File: src/rtl/vin_pkg.sv
// Shared definitions for the video-input pattern source and the color mixer:
// pattern codes, the color-bar table and the RGB888 pixel-pair layout.
package vin_pkg;

    localparam logic [1:0] PAT_SOLID = 2'd0;
    localparam logic [1:0] PAT_RAMP  = 2'd1;
    localparam logic [1:0] PAT_BARS  = 2'd2;
    localparam logic [1:0] PAT_CHECK = 2'd3;

    // Pixel-pair word: even pixel in the upper half, odd pixel in the lower half.
    localparam int PIX_W    = 24;
    localparam int PAIR_W   = 48;
    localparam int EVEN_LSB = 24;
    localparam int ODD_LSB  = 0;

    typedef logic [PIX_W-1:0] rgb_t;

    typedef enum logic {
        ST_IDLE = 1'b0,
        ST_RUN  = 1'b1
    } vin_state_t;

    localparam rgb_t BAR_COLOR [8] = '{
        24'hFFFFFF, 24'hFFFF00, 24'h00FFFF, 24'h00FF00,
        24'hFF00FF, 24'hFF0000, 24'h0000FF, 24'h000000
    };

    function automatic rgb_t bar_color(input logic [2:0] idx);
        return BAR_COLOR[idx];
    endfunction

endpackage

File: src/rtl/vin_patgen_if.sv
// Video stream toward the color mixer: syncs, pixel-pair data and frame marker.
interface vin_patgen_if;
    import vin_pkg::*;

    // out_valid marks an active pixel pair; there is no backpressure, so the
    // sink must consume every cycle in which out_valid is high.
    logic              out_vsync;
    logic              out_hsync;
    logic              out_valid;
    logic              frame_start;
    logic [PAIR_W-1:0] out_color;
    vin_state_t        dbg_state;

    modport master (
        output out_vsync, out_hsync, out_valid, frame_start, out_color, dbg_state
    );

    modport slave (
        input out_vsync, out_hsync, out_valid, frame_start, out_color, dbg_state
    );

endinterface

File: src/rtl/vin_timing.sv
// Raster timing: horizontal/vertical counters, IDLE/RUN control and the
// sync/active/frame flags decoded from the current counter state.
module vin_timing
    import vin_pkg::*;
#(
    parameter int H_ACTIVE = 800,
    parameter int H_FP     = 8,
    parameter int H_SYNC   = 4,
    parameter int H_BP     = 8,
    parameter int V_ACTIVE = 1200,
    parameter int V_FP     = 4,
    parameter int V_SYNC   = 2,
    parameter int V_BP     = 4,
    localparam int H_TOTAL = H_SYNC + H_BP + H_ACTIVE + H_FP,
    localparam int V_TOTAL = V_SYNC + V_BP + V_ACTIVE + V_FP,
    localparam int HW      = $clog2(H_TOTAL),
    localparam int VW      = $clog2(V_TOTAL)
) (
    input  logic          clk,
    input  logic          rst_n,
    input  logic          en,
    output logic [HW-1:0] hcnt,
    output logic [VW-1:0] vcnt,
    output vin_state_t    state,
    output logic          running,
    output logic          hsync,
    output logic          vsync,
    output logic          active,
    output logic          frame_start,
    output logic          bar_clr
);

    localparam int H_ACT_START = H_SYNC + H_BP;
    localparam int H_ACT_END   = H_SYNC + H_BP + H_ACTIVE;
    localparam int V_ACT_START = V_SYNC + V_BP;
    localparam int V_ACT_END   = V_SYNC + V_BP + V_ACTIVE;

    always_ff @(posedge clk or negedge rst_n) begin
        if (!rst_n) begin
            state <= ST_IDLE;
            hcnt  <= '0;
            vcnt  <= '0;
        end else begin
            case (state)
                ST_IDLE: begin
                    hcnt <= '0;
                    vcnt <= '0;
                    if (en) state <= ST_RUN;
                end
                ST_RUN: begin
                    if (hcnt == HW'(H_TOTAL - 1)) begin
                        hcnt <= '0;
                        if (vcnt == VW'(V_TOTAL - 1)) begin
                            // Only the last clock of a frame may stop the raster.
                            vcnt <= '0;
                            if (!en) state <= ST_IDLE;
                        end else begin
                            vcnt <= vcnt + 1'b1;
                        end
                    end else begin
                        hcnt <= hcnt + 1'b1;
                    end
                end
                default: state <= ST_IDLE;
            endcase
        end
    end

    assign running     = (state == ST_RUN);
    assign hsync       = running && (int'(hcnt) < H_SYNC);
    assign vsync       = running && (int'(vcnt) < V_SYNC);
    assign active      = running
                         && (int'(hcnt) >= H_ACT_START) && (int'(hcnt) < H_ACT_END)
                         && (int'(vcnt) >= V_ACT_START) && (int'(vcnt) < V_ACT_END);
    assign frame_start = running && (hcnt == '0) && (vcnt == '0);
    // Bar counter is cleared on the clock just before each active span.
    assign bar_clr     = (int'(hcnt) == H_ACT_START - 1);

endmodule

File: src/rtl/vin_patgen.sv
// Test-pattern video source: raster timing plus solid, ramp, bars or checker
// content, delivered as registered two-pixels-per-clock RGB888.
module vin_patgen
    import vin_pkg::*;
#(
    parameter int H_ACTIVE = 800,
    parameter int H_FP     = 8,
    parameter int H_SYNC   = 4,
    parameter int H_BP     = 8,
    parameter int V_ACTIVE = 1200,
    parameter int V_FP     = 4,
    parameter int V_SYNC   = 2,
    parameter int V_BP     = 4,
    parameter int BAR_W    = H_ACTIVE / 8,
    parameter int CHK_LOG2 = 4
) (
    input  logic        clk,
    input  logic        rst_n,
    input  logic        en,
    input  logic [1:0]  pat_sel,
    input  logic [23:0] fg_color,
    vin_patgen_if.master vid
);

    localparam int H_TOTAL = H_SYNC + H_BP + H_ACTIVE + H_FP;
    localparam int V_TOTAL = V_SYNC + V_BP + V_ACTIVE + V_FP;
    localparam int HW      = $clog2(H_TOTAL);
    localparam int VW      = $clog2(V_TOTAL);
    localparam int BW      = $clog2(BAR_W) + 1;

    logic [HW-1:0] hcnt;
    logic [VW-1:0] vcnt;
    vin_state_t    state;
    logic          running;
    logic          hsync;
    logic          vsync;
    logic          active;
    logic          frame_start;
    logic          bar_clr;

    vin_timing #(
        .H_ACTIVE (H_ACTIVE),
        .H_FP     (H_FP),
        .H_SYNC   (H_SYNC),
        .H_BP     (H_BP),
        .V_ACTIVE (V_ACTIVE),
        .V_FP     (V_FP),
        .V_SYNC   (V_SYNC),
        .V_BP     (V_BP)
    ) u_timing (
        .clk         (clk),
        .rst_n       (rst_n),
        .en          (en),
        .hcnt        (hcnt),
        .vcnt        (vcnt),
        .state       (state),
        .running     (running),
        .hsync       (hsync),
        .vsync       (vsync),
        .active      (active),
        .frame_start (frame_start),
        .bar_clr     (bar_clr)
    );

    assign vid.dbg_state = state;

    logic [1:0]    pat_q;
    rgb_t          fg_q;
    logic [2:0]    bar_idx;
    logic [BW-1:0] bar_sub;

    // Pattern and color are sampled once per frame so content never tears.
    always_ff @(posedge clk or negedge rst_n) begin
        if (!rst_n) begin
            pat_q <= PAT_SOLID;
            fg_q  <= '0;
        end else if (frame_start) begin
            pat_q <= pat_sel;
            fg_q  <= fg_color;
        end
    end

    always_ff @(posedge clk or negedge rst_n) begin
        if (!rst_n) begin
            bar_idx <= '0;
            bar_sub <= '0;
        end else if (bar_clr) begin
            bar_idx <= '0;
            bar_sub <= '0;
        end else if (active) begin
            if (bar_sub == BW'(BAR_W - 1)) begin
                bar_sub <= '0;
                if (bar_idx != 3'd7) bar_idx <= bar_idx + 3'd1;
            end else begin
                bar_sub <= bar_sub + 1'b1;
            end
        end
    end

    logic [HW-1:0] ax;
    logic [VW-1:0] ay;
    logic [HW-1:0] px;
    logic [7:0]    gray_even;
    logic [7:0]    gray_odd;
    logic          chk_white;

    assign ax        = hcnt - HW'(H_SYNC + H_BP);
    assign ay        = vcnt - VW'(V_SYNC + V_BP);
    assign px        = ax << 1;
    assign gray_even = 8'(px);
    // Even pixel x has bit 0 clear, so x+1 only sets bit 0.
    assign gray_odd  = gray_even | 8'd1;
    assign chk_white = 1'(px >> CHK_LOG2) ^ 1'(ay >> CHK_LOG2);

    logic [PAIR_W-1:0] pair;

    always_comb begin
        pair = '0;
        case (pat_q)
            PAT_SOLID: begin
                pair[EVEN_LSB +: PIX_W] = fg_q;
                pair[ODD_LSB  +: PIX_W] = fg_q;
            end
            PAT_RAMP: begin
                pair[EVEN_LSB +: PIX_W] = {gray_even, gray_even, gray_even};
                pair[ODD_LSB  +: PIX_W] = {gray_odd, gray_odd, gray_odd};
            end
            PAT_BARS: begin
                pair[EVEN_LSB +: PIX_W] = bar_color(bar_idx);
                pair[ODD_LSB  +: PIX_W] = bar_color(bar_idx);
            end
            default: begin
                pair[EVEN_LSB +: PIX_W] = chk_white ? 24'hFFFFFF : 24'h000000;
                pair[ODD_LSB  +: PIX_W] = chk_white ? 24'hFFFFFF : 24'h000000;
            end
        endcase
    end

    always_ff @(posedge clk or negedge rst_n) begin
        if (!rst_n) begin
            vid.out_hsync   <= 1'b0;
            vid.out_vsync   <= 1'b0;
            vid.out_valid   <= 1'b0;
            vid.frame_start <= 1'b0;
            vid.out_color   <= '0;
        end else begin
            vid.out_hsync   <= hsync;
            vid.out_vsync   <= vsync;
            vid.out_valid   <= active;
            vid.frame_start <= frame_start;
            vid.out_color   <= (active && running) ? pair : '0;
        end
    end

endmodule

File: src/flat_wrapper.sv
// flat-port wrapper written by rule: the top's interface ports become plain ports
module vin_patgen_flat import vin_pkg::*;
#(
    parameter int H_ACTIVE = 800,
    parameter int H_FP     = 8,
    parameter int H_SYNC   = 4,
    parameter int H_BP     = 8,
    parameter int V_ACTIVE = 1200,
    parameter int V_FP     = 4,
    parameter int V_SYNC   = 2,
    parameter int V_BP     = 4,
    parameter int BAR_W    = H_ACTIVE / 8,
    parameter int CHK_LOG2 = 4
)
  (clk, rst_n, en, pat_sel, fg_color, vid_out_vsync, vid_out_hsync, vid_out_valid, vid_frame_start, vid_out_color, vid_dbg_state);
  vin_patgen_if vid_i ();
  input  logic clk;
  input  logic rst_n;
  input  logic en;
  input  logic [1:0] pat_sel;
  input  logic [23:0] fg_color;
  output wire logic [$bits(vid_i.out_vsync)-1:0] vid_out_vsync;
  output wire logic [$bits(vid_i.out_hsync)-1:0] vid_out_hsync;
  output wire logic [$bits(vid_i.out_valid)-1:0] vid_out_valid;
  output wire logic [$bits(vid_i.frame_start)-1:0] vid_frame_start;
  output wire logic [$bits(vid_i.out_color)-1:0] vid_out_color;
  output wire logic [$bits(vid_i.dbg_state)-1:0] vid_dbg_state;
  assign vid_out_vsync = vid_i.out_vsync;
  assign vid_out_hsync = vid_i.out_hsync;
  assign vid_out_valid = vid_i.out_valid;
  assign vid_frame_start = vid_i.frame_start;
  assign vid_out_color = vid_i.out_color;
  assign vid_dbg_state = vid_i.dbg_state;
  vin_patgen #(.H_ACTIVE(H_ACTIVE), .H_FP(H_FP), .H_SYNC(H_SYNC), .H_BP(H_BP), .V_ACTIVE(V_ACTIVE), .V_FP(V_FP), .V_SYNC(V_SYNC), .V_BP(V_BP), .BAR_W(BAR_W), .CHK_LOG2(CHK_LOG2)) u_core (.clk(clk), .rst_n(rst_n), .en(en), .pat_sel(pat_sel), .fg_color(fg_color), .vid(vid_i));
endmodule
File: config.mk
export PLATFORM = sky130hd
export DESIGN_NAME = vin_patgen_flat
export DESIGN_NICKNAME = d
export VERILOG_FILES = /design/src/rtl/vin_pkg.sv /design/src/rtl/vin_patgen_if.sv /design/src/rtl/vin_timing.sv /design/src/rtl/vin_patgen.sv /design/src/flat_wrapper.sv
export SDC_FILE = /design/constraint.sdc
export NUM_CORES = 1
export LEC_CHECK = 0
export CORE_MARGIN = 2
export CORE_UTILIZATION = 55
export DETAILED_ROUTE_END_ITERATION = 10
export MAX_ROUTING_LAYER = met4
export PLACE_DENSITY_LB_ADDON = 0.25
export SLEW_MARGIN = 20
export SYNTH_ARGS = -nofsm -noshare
export SYNTH_HDL_FRONTEND = slang
export SYNTH_SLANG_ARGS = --single-unit
File: constraint.sdc
create_clock -name clk -period 3.64 [get_ports clk]
set_input_delay 0.728 -clock clk [delete_from_list [all_inputs] [get_ports clk]]
set_output_delay 0.728 -clock clk [all_outputs]
set_load 0.02 [all_outputs]
==> flow_metrics.env, run 1 <==
export IMPL_synth_edff_count=0
export IMPL_cts_buffer_depth=2
export IMPL_postRouteAntennaNets=0
export IMPL_tightest_slew_ps=1040
export IMPL_grt_use_total_pct=24.5
export IMPL_r2r_start="u_core.u_timing.hcnt[6]"
export IMPL_synth_top_area_share_pct=51.9
export IMPL_clk_latency_ps=370
export IMPL_design_core_area_sq_um=7690
export IMPL_setup_violations=0
export IMPL_max_slew_margin_pct=29.8
export IMPL_fin_ws_ps=1130
export IMPL_path_class="register to register"
export IMPL_layout_nets=516
export IMPL_worstSetupEndpointType="register"
export IMPL_std_cell_rows=32
export IMPL_vias_per_cell=5.62
export IMPL_layout_drive_gt1_share_pct=6.04
export IMPL_crit_required_ps=3890
export IMPL_chipWidth_um=92.8
export IMPL_instances_no_fill=582
export IMPL_grt_pass1_vias=3331
export IMPL_cp_max_fo=27
export IMPL_hold_viol_final=0
export IMPL_peakVddDrop_mv=0.297
export IMPL_ff_latch_area_sq_um=2250
export IMPL_powerDensity_nw_per_um2=338
export IMPL_yosysTopAreaCell="dfrtp_1"
export IMPL_wl_mm=9.49
export IMPL_grt_max_degree=91
export IMPL_die_h_um=92.8
export IMPL_cts_tree="built"
export IMPL_mostFrequentLayoutCells="dfrtp_1 (90), clkdlybuf4s50_1 (80), nand2_1 (53), a21oi_1 (40), mux2_1 (26)"
export IMPL_ioPinCount=82
export IMPL_finalClockSkew_ps=13.9
export IMPL_vias=3269
export IMPL_yosys_warnings=0
export IMPL_dpl_hpwl_mm=6.65
export IMPL_place_ws_ps=1130
export IMPL_fillers=607
export IMPL_path_clk_slew_ps=90
export IMPL_ctsHoldBuffers=0
export IMPL_status="finished clean"
export IMPL_syn_to_final_growth_pct=21.2
export IMPL_cts_sinks=90
export IMPL_post_drt_wl_per_cell_um=16.3
export IMPL_cts_buffers_inserted=9
export IMPL_arrival_ps=2760
export IMPL_ys_flop_type="dfrtp_1"
export IMPL_layout_min_cycle_time_ps=2510
export IMPL_syn_num_nets=458
export IMPL_post_route_drc_count=0
export IMPL_first_pass_iters=4
export IMPL_h_tree_depth=3
export IMPL_async_reset_ff_share_pct=100
export IMPL_syn_avg_cell_area_sq_um=10.4
export IMPL_start_kind="register"
export IMPL_place_inst=566
export IMPL_cts_setup_buffers=0
export IMPL_syn_instance_count=417
export IMPL_slew_violations=0
export IMPL_rsz0062_at_grt="no"
export IMPL_syn_cell_area_sq_um=4340
export IMPL_maxCapViolCount=0
export IMPL_ys_seq_area_share_pct=51.9
export IMPL_grt_antenna_before_repair=0
export IMPL_yosys_cell_types_count=50
export IMPL_hold_class="input port to asynchronous set/reset pin"
export IMPL_timing_fmax_ghz=0.399
export IMPL_die_area_sq_um=8610
export IMPL_tns_ps=0
export IMPL_grt_remaining_overflow=0
export IMPL_cp_startpoint="u_core.u_timing.hcnt[6]"
export IMPL_multi_input_area_sq_um=1810
export IMPL_grt_pass1_wl_mm=16.3
export IMPL_start_util_pct=56.4
export IMPL_mostFrequentLayoutCell="dfrtp_1"
export IMPL_cts_resized=0
export IMPL_drtIter0Drc=224
export IMPL_place_congestion=0.922
export IMPL_period_share_pct=68.9
export IMPL_io_buffers=81
export IMPL_synth_area_top_cells="dfrtp_1 (52%), mux2_1 (6.7%), a21oi_1 (4.6%)"
export IMPL_antenna_cells=0
export IMPL_cts_root_buf="clkbuf_8"
export IMPL_p_leak_nw=2.36
export IMPL_ys_ff_latch=90
[power breakdown]
| part | total (W) | internal (W) | switching (W) |
|---|---|---|---|
| sequential | 0.00103 | 0.00101 | 0.0000129 |
| combinational | 0.0000836 | 0.0000423 | 0.0000412 |
| clock | 0.000666 | 0.000280 | 0.000385 |
| total | 0.00178 | 0.00134 | 0.000439 |
[state kept, by name (all words and copies together) (netlist names)]
signal	cells
u_core.vid.out_color	27
u_core.vid.out_hsync	1
u_core.vid.out_vsync	1
u_core.fg_q	24
u_core.u_timing.running	1
u_core.bar_idx	3
u_core.vid.frame_start	1
u_core.u_timing.vcnt	11
u_core.bar_sub	8
u_core.u_timing.hcnt	10
u_core.pat_q	2
u_core.vid.out_valid	1
[through the flow]
stage               hold slack, ps  power [W]  instance area [sq um]  utilization [%]
floorplan                      432    0.00107                   4340                -
global placement               467    0.00113                   5060             65.9
detailed placement             475    0.00113                   5060             65.9
CTS                            499    0.00179                   5260             68.4
global route                   486    0.00185                   5260             68.4
finish                         413    0.00178                   5260             68.4
[critical path, cell delays in order, from the launching register on]
cell and delay (ps):
dfrtp_1 480, or4_4 540, nor3_4 180, nand4_2 150, nor2_4 650, mux2_1 390
[synthesized netlist by cell type (all sizes together) (2+ instances only)]
cell type / n
a311oi: 3
clkbuf: 9
nand3: 14
and3: 11
nor3: 5
a211o: 2
xnor2: 8
nand4: 8
nor2: 25
a21o: 7
inv: 11
nor4: 3
nor2b: 3
a41oi: 2
xor2: 6
mux2i: 4
and4b: 2
o31ai: 3
or4: 2
mux2: 26
nand2: 54
or3: 4
a31o: 2
nand2b: 2
buf: 28
ha: 12
a21oi: 40
dfrtp: 90
o21ai: 19
[layer usage]
metal,global-route usage (%),wire length (um),vias up
met2,37.5,4630,99
met3,3.66,447,8
met1,34.1,4320,1614
met5,-,0,-
met4,8.09,99,0
li1,-,-,1548
[kinds of logic after synthesis]
group,synth area share [%]
xor+xnor,2.83
fa+ha+maj,3.46
simple gates,16.1
mux,7.67
compound gates,11.4
buf+inv,6.61
flops,51.9
[final timing paths]
kind                                            end  slack, ps  depth (start not counted)
min reg2reg                         u_core.fg_q[20]        490                          1
max                                 u_core.fg_q[18]       1130                          5
min in group clk                    u_core.fg_q[20]        490                          1
min                        u_core.vid.out_color[31]        410                          1
max reg2reg                         u_core.fg_q[18]       1130                          5
max in group asynchronous   u_core.u_timing.vcnt[4]       2680                          1
[layout make-up]
class / count / share of cell area (%)
sequential: 90 / 42.8
clock buffer: 10 / 2.62
multi-input combinational: 278 / 34.4
clock inverter: 6 / 1.02
inverter: 12 / 0.857
tap: 102 / 2.43
timing repair buffer: 84 / 15.9
(Power assumes the default switching activity.)
==> run 2: changes to the inputs <==
--- a/config.mk
+++ b/config.mk
@@ -6,7 +6,7 @@
 export NUM_CORES = 1
 export LEC_CHECK = 0
 export CORE_MARGIN = 2
-export CORE_UTILIZATION = 55
+export CORE_UTILIZATION = 47
 export DETAILED_ROUTE_END_ITERATION = 10
 export MAX_ROUTING_LAYER = met4
 export PLACE_DENSITY_LB_ADDON = 0.25
==> constraint.sdc (replaced) <==
create_clock -name clk -period 2.13 [get_ports clk]
set_input_delay 0.426 -clock clk [delete_from_list [all_inputs] [get_ports clk]]
set_output_delay 0.426 -clock clk [all_outputs]
set_load 0.02 [all_outputs]
==> flow_metrics.env, run 2 (synthesized netlist as in run 1, its figures left out) <==
export IMPL_status="finished clean"
export IMPL_wl_mm=10.2
export IMPL_rsz0062_at_grt="yes"
export IMPL_setup_violations=0
export IMPL_design_core_area_sq_um=9110
export IMPL_ctsHoldBuffers=0
export IMPL_std_cell_rows=35
export IMPL_hold_viol_final=0
export IMPL_period_share_pct=100
export IMPL_grt_use_total_pct=21.8
export IMPL_mostFrequentLayoutCell="dfrtp_1"
export IMPL_die_area_sq_um=10000
export IMPL_peakVddDrop_mv=0.356
export IMPL_cts_buffers_inserted=9
export IMPL_slew_violations=0
export IMPL_powerDensity_nw_per_um2=563
export IMPL_power_total_w=0.00320
export IMPL_start_util_pct=47.6
export IMPL_fillers=751
export IMPL_cp_max_fo=26
export IMPL_layout_min_cycle_time_ps=2130
export IMPL_syn_to_final_growth_pct=31.1
export IMPL_die_h_um=100
export IMPL_post_drt_wl_per_cell_um=16.2
export IMPL_maxCapViolCount=0
export IMPL_grt_remaining_overflow=0
export IMPL_arrival_ps=2360
export IMPL_grt_pass1_vias=3281
export IMPL_largest_reg_flops=27
export IMPL_start_kind="register"
export IMPL_finalClockSkew_ps=13.3
export IMPL_top_register="u_core.vid.out_color"
export IMPL_cts_sinks=90
export IMPL_max_slew_margin_pct=60.3
export IMPL_grt_max_degree=91
export IMPL_h_tree_depth=3
export IMPL_timing_fmax_ghz=0.470
export IMPL_place_congestion=0.897
export IMPL_worstSetupEndpointType="register"
export IMPL_dpl_hpwl_mm=7.05
export IMPL_path_class="register to register"
export IMPL_chipWidth_um=100
export IMPL_io_buffers=81
export IMPL_p_leak_nw=2.57
export IMPL_first_pass_iters=5
export IMPL_grt_antenna_before_repair=0
export IMPL_layout_drive_gt1_share_pct=14.9
export IMPL_path_clk_slew_ps=90
export IMPL_postRouteAntennaNets=0
export IMPL_ioPinCount=82
export IMPL_crit_required_ps=2360
export IMPL_holdWs_ps=103
export IMPL_hold_class="input port to asynchronous set/reset pin"
export IMPL_vias_per_cell=5.38
export IMPL_grt_pass1_wl_mm=16.6
export IMPL_antenna_cells=0
export IMPL_cts_buffer_depth=2
export IMPL_reg_top3="u_core.vid.out_color: 27 flops, u_core.fg_q: 24 flops, u_core.u_timing.vcnt: 11 flops"
export IMPL_cts_root_buf="clkbuf_8"
export IMPL_drtIter0Drc=157
export IMPL_clk_latency_ps=350
export IMPL_mostFrequentLayoutCells="dfrtp_1 (89), clkdlybuf4s50_1 (80), nand2_1 (53), a21oi_1 (40), buf_4 (37)"
export IMPL_layout_nets=553
export IMPL_cts_tree="built"
export IMPL_tightest_slew_ps=590
export IMPL_vias=3381
export IMPL_post_route_drc_count=0
run 2: worst paths after layout:
kind / cells past startpoint / endpoint / slack, ps / start
max: 6 / u_core.fg_q[15] / 1 / u_core.u_timing.hcnt[8]
min: 2 / u_core.fg_q[9] / 100 / rst_n
max reg2reg: 6 / u_core.fg_q[15] / 1 / u_core.u_timing.hcnt[8]
min reg2reg: 1 / u_core.fg_q[17] / 490 / u_core.fg_q[17]
max in group asynchronous: 2 / u_core.u_timing.vcnt[1] / 1660 / rst_n
min in group clk: 1 / u_core.fg_q[17] / 490 / u_core.fg_q[17]
run 2: final cells by class:
cell class                 instances  area, sq um  share of cell area (%)
sequential                        90         2250                    39.6
multi-input combinational        279         1880                    33.1
timing repair buffer             120         1140                    20.0
clock buffer                      11          141                    2.49
tap                              111          139                    2.44
clock inverter                     5         85.1                    1.50
inverter                          12         45.0                   0.792
run 2: where the power goes:
part,internal [W],switching [W],total (W),leakage [nW]
Combinational,0.0000765,0.0000741,0.000151,1.29
Clock,0.000702,0.000596,0.00130,0.111
Sequential,0.00173,0.0000193,0.00175,1.17
run 2: repair_timing:
item	CTS	global route
setup buffers	3	5
setup endpoints to repair	39	65
gates cloned	1	0
resized for setup	3	12
endpoints found under the hold margin	0	0
pin swaps	2	6
run 2: stage by stage:
step / area (sq um) / worst slack, ps / setup TNS, ps / util (%) / instances
2_1_floorplan: 4340 / 12.0 / 0 / - / 417
3_3_place_gp: 5320 / -423 / -11990 / 58.4 / 604
3_5_place_dp: 5320 / -490 / -13610 / 58.4 / 604
4_1_cts: 5600 / -28.1 / -28.1 / 61.5 / 624
5_1_grt: 5690 / -81.8 / -1710 / 62.4 / 628
6_report: 5690 / 1.03 / 0 / 62.4 / 628
run 2: critical path: stages (launching register included):
cell     delay (ps)
dfrtp_1         420
or4_4           590
nor3_4          160
nand4_2         140
nor2_4          140
buf_12          200
mux2_1          340
run 2: layer usage:
metal | routed length [um] | GRT usage, % | vias up
met4 | 80 | 4.85 | 0
met1 | 4630 | 29.2 | 1679
met2 | 5120 | 34.7 | 66
met5 | 0 | - | -
li1 | - | - | 1630
met3 | 338 | 4.39 | 6
==> run 3: changes to the inputs <==
--- a/config.mk
+++ b/config.mk
@@ -5,9 +5,10 @@
 export SDC_FILE = /design/constraint.sdc
 export NUM_CORES = 1
 export LEC_CHECK = 0
-export CORE_MARGIN = 2
-export CORE_UTILIZATION = 47
+export CORE_MARGIN = 4
+export CORE_UTILIZATION = 30
 export DETAILED_ROUTE_END_ITERATION = 10
+export HOLD_SLACK_MARGIN = 0.03
 export MAX_ROUTING_LAYER = met4
 export PLACE_DENSITY_LB_ADDON = 0.25
 export SLEW_MARGIN = 20
==> flow_metrics.env, run 3 (synthesized netlist as in run 1, its figures left out) <==
export IMPL_max_stage_delay_ps=540
export IMPL_place_ws_ps=81.6
export IMPL_grt_pass1_wl_mm=17.0
export IMPL_holdCritStartpoint="u_core.fg_q[4]"
export IMPL_maxCapViolCount=0
export IMPL_path_clk_slew_ps=60
export IMPL_rsz0062_at_grt="no"
export IMPL_chipWidth_um=128
export IMPL_cp_top_family="simple AND/OR/NAND/NOR gates"
export IMPL_cts_root_buf="clkbuf_16"
export IMPL_postRouteAntennaNets=0
export IMPL_wl_mm=10.3
export IMPL_timing_fmax_ghz=0.490
export IMPL_first_pass_iters=4
export IMPL_cts_buffers_inserted=9
export IMPL_drtIter0Drc=156
export IMPL_max_slew_margin_pct=68.8
export IMPL_tightest_slew_ps=468
export IMPL_std_cell_rows=43
export IMPL_rr_worst_depth=6
export IMPL_worstSetupEndpointType="register"
export IMPL_instances_no_fill=695
export IMPL_place_congestion=0.819
export IMPL_ioPinCount=82
export IMPL_layout_drive_gt1_share_pct=12.8
export IMPL_post_route_drc_count=0
export IMPL_grt_max_degree=44
export IMPL_reg_top3="u_core.vid.out_color: 27 flops, u_core.fg_q: 24 flops, u_core.u_timing.vcnt: 11 flops"
export IMPL_tns_ps=0
export IMPL_grt_use_total_pct=13.4
export IMPL_vias=3300
export IMPL_design_core_area_sq_um=14000
export IMPL_largest_reg_flops=27
export IMPL_dpl_hpwl_mm=7.71
export IMPL_start_kind="register"
export IMPL_period_share_pct=95.8
export IMPL_fillers=1354
export IMPL_fin_ws_ps=88.9
export IMPL_r2r_start="u_core.u_timing.hcnt[9]"
export IMPL_path_class="register to register"
export IMPL_cts_buffer_depth=2
export IMPL_peakVddDrop_mv=0.363
export IMPL_layout_min_cycle_time_ps=2040
export IMPL_r2r_slack_ps=90
export IMPL_die_h_um=128
export IMPL_vias_per_cell=4.75
export IMPL_place_area_sq_um=5450
export IMPL_p_leak_nw=2.58
export IMPL_mostFrequentLayoutCells="dfrtp_1 (90), clkdlybuf4s50_1 (80), nand2_1 (53), a21oi_1 (40), buf_4 (35)"
export IMPL_io_buffers=81
export IMPL_arrival_ps=2250
export IMPL_place_inst=677
export IMPL_clk_latency_ps=340
export IMPL_cts_sinks=90
export IMPL_die_area_sq_um=16400
export IMPL_cp_slowest_cell="or4_4"
export IMPL_hold_class="register to register"
export IMPL_reg2reg_to="u_core.fg_q[15]"
export IMPL_fin_area_sq_um=5780
export IMPL_top_register="u_core.vid.out_color"
export IMPL_cts_tree="built"
export IMPL_slew_violations=0
export IMPL_critPathBufInv=1
export IMPL_antenna_cells=0
export IMPL_grt_pass1_vias=3336
export IMPL_crit_chain="or4_4, nor3_4, nand4_2, nor2_4, buf_12, mux2_1"
export IMPL_cp_max_fo=27
export IMPL_start_util_pct=30.9
export IMPL_cp_startpoint="u_core.u_timing.hcnt[9]"
export IMPL_powerDensity_nw_per_um2=601
export IMPL_setup_violations=0
export IMPL_endpoint="u_core.fg_q[15]"
export IMPL_grt_antenna_before_repair=0
export IMPL_syn_to_final_growth_pct=33.2
export IMPL_h_tree_depth=3
export IMPL_status="finished clean"
export IMPL_hold_viol_final=0
export IMPL_layout_nets=551
export IMPL_crit_cells=6
export IMPL_finalClockSkew_ps=7.49
export IMPL_grt_remaining_overflow=0
export IMPL_mostFrequentLayoutCell="dfrtp_1"
export IMPL_crit_required_ps=2340
export IMPL_post_drt_wl_per_cell_um=14.9
run 3: layout make-up:
class	count	area [sq um]	share of cell area [%]
timing repair buffer	119	1130	19.6
tap	180	225	3.90
clock inverter	6	66.3	1.15
multi-input combinational	278	1830	31.6
sequential	90	2250	39.0
inverter	12	45.0	0.780
clock buffer	10	229	3.96
run 3: routing by layer:
| layer | wire length (um) | vias up | share of wire, % | GRT usage, % |
|---|---|---|---|---|
| li1 | - | 1621 | - | - |
| met1 | 4920 | 1604 | 48 | 18.2 |
| met2 | 4860 | 68 | 47 | 20.0 |
| met3 | 442 | 7 | 4.3 | 3.00 |
| met4 | 108 | 0 | 1.0 | 3.93 |
| met5 | 0 | - | 0 | - |
run 3: how the worst min path moves through the flow:
stage,end,slack [ps],cells after the start
after floorplan,u_core.bar_idx[0],130,0
after global placement,u_core.vid.frame_start,340,1
after detailed placement,u_core.vid.frame_start,350,1
after CTS,u_core.fg_q[4],490,1
after global routing,u_core.fg_q[2],500,1
final,u_core.fg_q[4],480,1
run 3: power by group:
group	leakage (nW)	internal [W]	switching, W
clock	0.135	0.000911	0.000655
combinational	1.28	0.0000790	0.0000770
sequential	1.17	0.00173	0.0000191
run 3: worst register-to-register path, delay by kind of cell (launching register included):
kind                   cells  cell delay [ps]
and+or+nand+nor            4              950
muxes                      1              350
DFF                        1              410
buffers and inverters      1              200
run 3: stage by stage:
step,hold WS (ps),utilization (%),total power [W]
floorplan,130,-,0.00183
global placement,341,38.8,0.00194
detailed placement,347,38.8,0.00194
CTS,491,41.0,0.00353
global route,503,41.1,0.00362
finish,485,41.1,0.00347
run 3: what timing repair did:
| item | 4_1_cts | 5_1_grt |
|---|---|---|
| hold buffers | 1 | 0 |
| buffers inserted | 0 | 1 |
| hold endpoints to repair | 22 | 0 |
| gates resized for setup | 0 | 4 |
| endpoints found under the setup margin | 0 | 4 |
